<file path="config.mk">
export PLATFORM = sky130hd
export DESIGN_NAME = sram_arbiter
export DESIGN_NICKNAME = d
export VERILOG_FILES = /design/src/rtl/sram_arb_pkg.sv /design/src/rtl/sram_arb_pick.sv /design/src/rtl/sram_arbiter.sv
export SDC_FILE = /design/constraint.sdc
export NUM_CORES = 1
export LEC_CHECK = 0
export CORE_UTILIZATION = 33
export CTS_CLUSTER_SIZE = 30
export DETAILED_ROUTE_END_ITERATION = 12
export PLACE_DENSITY = 0.76
export REMOVE_ABC_BUFFERS = 1
export SYNTH_ARGS = -nofsm -noshare
export SYNTH_HDL_FRONTEND = slang
export SYNTH_SLANG_ARGS = --single-unit
</file>
<file path="constraint.sdc">
create_clock -name clk -period 1.1 [get_ports clk]
set_input_delay 0.165 -clock clk [delete_from_list [all_inputs] [get_ports clk]]
set_output_delay 0.165 -clock clk [all_outputs]
set_load 0.01 [all_outputs]
</file>
<file path="src/rtl/sram_arb_pkg.sv">
// Shared constants and FSM state encoding for the two-requester SRAM arbiter.
package sram_arb_pkg;

    localparam int unsigned ADR_DEF = 8;
    localparam int unsigned DAT_DEF = 8;

    typedef enum logic [1:0] {
        IDLE   = 2'd0,
        ACCESS = 2'd1,
        RESP   = 2'd2
    } state_e;

endpackage

</file>
<file path="src/rtl/sram_arb_pick.sv">
// Grant decision between two requesters.
// SRAM_ARB_RR_EN selects round-robin on contention; otherwise requester 0 has fixed priority.
module sram_arb_pick (
    input  logic [1:0] req_i,
    input  logic       last_i,
    output logic       win_o
);

`ifdef SRAM_ARB_RR_EN
    // On contention the requester that was not served last wins.
    always_comb begin
        win_o = 1'b0;
        if (req_i == 2'b11) begin
            win_o = ~last_i;
        end else begin
            win_o = req_i[1];
        end
    end
`else
    logic unused_last;
    assign unused_last = last_i;
    assign win_o       = req_i[1] & ~req_i[0];
`endif

endmodule

</file>
<file path="src/rtl/sram_arbiter.sv">
// Two-requester SRAM arbiter; each transaction walks IDLE -> ACCESS -> RESP.
// Arbitration policy is selected by SRAM_ARB_RR_EN (see sram_arb_pick).
module sram_arbiter
    import sram_arb_pkg::*;
#(
    parameter int unsigned ADR = ADR_DEF,
    parameter int unsigned DAT = DAT_DEF
) (
    input  logic             clk,
    input  logic             rst_n,
    input  logic [1:0]       req,
    input  logic [1:0]       we,
    input  logic [2*ADR-1:0] addr,
    input  logic [2*DAT-1:0] wdata,
    output logic [1:0]       ack,
    output logic [DAT-1:0]   rdata,
    output logic             busy,
    output logic             CS,
    output logic             WE,
    output logic             RD,
    output logic [ADR-1:0]   sram_addr,
    output logic [DAT-1:0]   sram_din,
    input  logic [DAT-1:0]   sram_dout
);

    state_e         state_q;
    logic           win_q;
    logic           we_q;
    logic           last_q;
    logic [ADR-1:0] addr_q;
    logic [DAT-1:0] din_q;
    logic [1:0]     ack_q;
    logic           busy_q;
    logic           cs_q;
    logic           wen_q;
    logic           ren_q;
    logic           rd_resp_q;
    logic           win;

    sram_arb_pick u_pick (
        .req_i  (req),
        .last_i (last_q),
        .win_o  (win)
    );

    always_ff @(posedge clk) begin
        if (!rst_n) begin
            state_q   <= IDLE;
            win_q     <= 1'b0;
            we_q      <= 1'b0;
            last_q    <= 1'b1;
            addr_q    <= '0;
            din_q     <= '0;
            ack_q     <= '0;
            busy_q    <= 1'b0;
            cs_q      <= 1'b0;
            wen_q     <= 1'b0;
            ren_q     <= 1'b0;
            rd_resp_q <= 1'b0;
        end else begin
            ack_q     <= '0;
            rd_resp_q <= 1'b0;
            unique case (state_q)
                IDLE: begin
                    if (|req) begin
                        // Snapshot the winner's request so later input changes are ignored.
                        state_q <= ACCESS;
                        busy_q  <= 1'b1;
                        win_q   <= win;
                        we_q    <= we[win];
                        addr_q  <= win ? addr[ADR +: ADR] : addr[0 +: ADR];
                        din_q   <= win ? wdata[DAT +: DAT] : wdata[0 +: DAT];
                        cs_q    <= 1'b1;
                        wen_q   <= we[win];
                        ren_q   <= ~we[win];
                    end
                end
                ACCESS: begin
                    state_q   <= RESP;
                    cs_q      <= 1'b0;
                    wen_q     <= 1'b0;
                    ren_q     <= 1'b0;
                    ack_q     <= win_q ? 2'b10 : 2'b01;
                    rd_resp_q <= ~we_q;
                end
                RESP: begin
                    state_q <= IDLE;
                    busy_q  <= 1'b0;
                    last_q  <= win_q;
                end
                default: begin
                    state_q <= IDLE;
                    busy_q  <= 1'b0;
                    cs_q    <= 1'b0;
                    wen_q   <= 1'b0;
                    ren_q   <= 1'b0;
                end
            endcase
        end
    end

    // SRAM read data is registered in the SRAM itself, so it is only gated here.
    assign rdata     = rd_resp_q ? sram_dout : '0;
    assign ack       = ack_q;
    assign busy      = busy_q;
    assign CS        = cs_q;
    assign WE        = wen_q;
    assign RD        = ren_q;
    assign sram_addr = addr_q;
    assign sram_din  = din_q;

endmodule

</file>
==> flow_summary.json <==
{
  "status": "finished, violations left",
  "violations": "negative setup slack",
  "viasPerCell": 4.96,
  "cts_max_path_buffers": 2,
  "rsz0062_at_grt": "yes",
  "gp_congestion": 0.807,
  "dp_cells": 261,
  "placed_area_um2": 2080,
  "cp_slowest_cell": "dfxtp_2",
  "nets": 272,
  "critPathMaxStageDelay_ns": 0.34,
  "critPathCaptureType": "primary output",
  "fin_crit_sh": 1.13,
  "cp_max_fo": 4,
  "critPathKind": "flop to primary output",
  "crit-reg2reg-launch": "state_q[0]",
  "synthesis.area_um2": 1240,
  "synthFlopType": "dfxtp_1",
  "clkSlewWorstSetupHoldPaths_ns": 0.09,
  "p_leak_nw": 0.986,
  "htreeDepth": 1,
  "synth_top_area_share": 0.436,
  "firstDrtPassIters": 4,
  "yosys.area.top_type": "dfxtp_1",
  "dieArea_um2": 4000,
  "critPathRequiredTime_ns": 0.94,
  "core_area_um2": 3470,
  "worstPathCellList": "buf_6 -> buf_6 -> and2_1 -> buf_2",
  "grt_pass1_vias": 1384,
  "cts_sinks": 27,
  "cts_buffers": 3,
  "wire_per_inst_um": 14.1,
  "wirelength_um": 3820,
  "dp_hpwl_um": 2610,
  "fmax_ghz": 0.808,
  "drv_slew": 0,
  "portBuffers": 75,
  "cp-start-kind": "flop",
  "clock-root-buffer": "clkbuf_8",
  "hold_path_class": "input pin to flop",
  "startpoint": "rd_resp_q",
  "peakVddDrop_mv": 0.630,
  "antenna_found_initial": 0,
  "drt_iter0_drc": 41,
  "cts_tree": "built",
  "setup_viol": 14,
  "path_common_cell": "buf_6",
  "drive_gt1_frac": 0.231,
  "yosysSeqAreaShare": 0.436,
  "worstMarginPinSlew_ns": 0.237,
  "synth_edf_count": 0,
  "yosys-top-cells-area": "dfxtp_1, a311oi_2, nand2_1",
  "grt_usage": 0.182,
  "hold_viol": 0,
  "arrival_ns": 1.07,
  "ioPinCount": 76,
  "cap_violations": 0,
  "slew_headroom": 0.841,
  "power_mw": 2.50,
  "cp_num_buf_inv": 3,
  "clk_latency_ns": 0.26,
  "finalClockSkew_ns": 0.00237,
  "grt_pass1_wl_um": 5890,
  "ys_warn_count": 0,
  "die_w_um": 63.3,
  "initial_core_util": 0.357,
  "async_flop_share": 0,
  "utilization": 0.640,
  "final_cells": 271,
  "antenna_cells": 0,
  "syn2layout_area_growth_pct": 79.2,
  "vias": 1345,
  "syn-mean-instance-area_um2": 8.91,
  "cellPowerDensity_nw_per_um2": 1130,
  "fin_ws_ns": -0.138,
  "synth_cell_types": 22,
  "drc_errors": 0,
  "grt_max_degree": 19,
  "ys_seq_elements": 27,
  "hold_buffers": 0,
  "hp-start": "rst_n",
  "fp-row-count": 21,
  "fill_cells": 316,
  "die_y_um": 63.3,
  "finalWorstPathRequiredPeriod_ns": 1.24,
  "design_area_um2": 2220,
  "whs_ns": 0.218,
  "crit_family": "buffers and inverters",
  "synthCells": 139,
  "ant_nets": 0,
  "grt_overflow": 0
}
==> kinds of logic (layout without fill, tap and decap cells) <==
kind of cell           Yosys count  count (layout)  synth area share
and+or+nand+nor                 56              56             0.204
DFF                             27              27             0.436
AOI/OAI and AO/OA               42              42             0.288
buffers and inverters           14             100            0.0717
==> path summary, 6_finish.rpt <==
path | end | cells past startpoint | slack (ns)
setup / recovery | rdata[4] | 4 | -0.14
hold / removal | busy | 2 | 0.22
setup reg to reg | sram_din[1] | 4 | -0.02
hold reg to reg | rd_resp_q | 1 | 0.43
==> state kept, by name (all words and copies together), names as in the netlist <==
name       flops
CS             1
RD             1
WE             1
ack            2
busy           1
rd_resp_q      1
sram_addr      8
sram_din       8
state_q        2
we_q           1
win_q          1
==> synthesized netlist by cell type (all sizes together), types with 2 or more instances <==
master	n
a21oi	18
a311oi	17
and2	10
buf	11
dfxtp	27
inv	2
nand2	35
nor2	4
nor2b	3
o21a	2
o221a	2
or2	2
==> cell usage in the layout, fill, tap and decap left out, types with 2 or more instances in the layout <==
cell type / n
buf_6: 8
buf_4: 8
clkdlybuf4s15_1: 2
clkbuf_16: 2
o221a_2: 2
inv_1: 2
nand2_1: 35
a311oi_1: 6
buf_2: 6
and2_4: 3
a311oi_2: 11
clkbuf_8: 3
nor2b_1: 3
buf_12: 2
dfxtp_1: 25
and2_1: 7
dlygate4sd2_1: 22
clkdlybuf4s50_1: 42
nor2_1: 3
a21oi_1: 18
o21a_1: 2
==> where the power goes <==
group	total, mW	switching [mW]	internal [mW]
clock network	0.539	0.280	0.258
registers	1.13	0.0561	1.08
logic	0.833	0.352	0.481
total	2.50	0.688	1.82
==> metrics by stage <==
stage	TNS, ns	setup slack (ns)
after global routing	-1.37	-0.169
after CTS	-0.550	-0.134
final	-0.596	-0.138
after detailed placement	-12.63	-0.496
after global placement	-11.69	-0.420
after floorplan	-15.71	-0.841
==> layer usage <==
| metal | GRT usage | wire, µm | part of all wire | vias to the layer above |
|---|---|---|---|---|
| li1 | - | - | - | 662 |
| met4 | 0.0511 | 47 | 0.012 | 0 |
| met2 | 0.351 | 1980 | 0.52 | 55 |
| met3 | 0.0417 | 262 | 0.069 | 4 |
| met1 | 0.193 | 1530 | 0.40 | 624 |
| met5 | 0 | 0 | 0 | - |
==> what timing repair did <==
action                     in CTS  in global routing
setup endpoints to repair      52                 24
buffers inserted                2                  0
resized for setup              67                 13
cloned                          0                  4
pin swaps                       0                  9
==> final cells by class <==
cell class,count,area (µm²),area share
repair buffers,93,916,0.413
multi-input cells,98,644,0.290
flip-flops and latches,27,546,0.246
well taps,46,57.6,0.0259
clock buffers,4,45.0,0.0203
inverters,3,11.3,0.00507
Note: power is estimated with default switching activity, not from simulation.
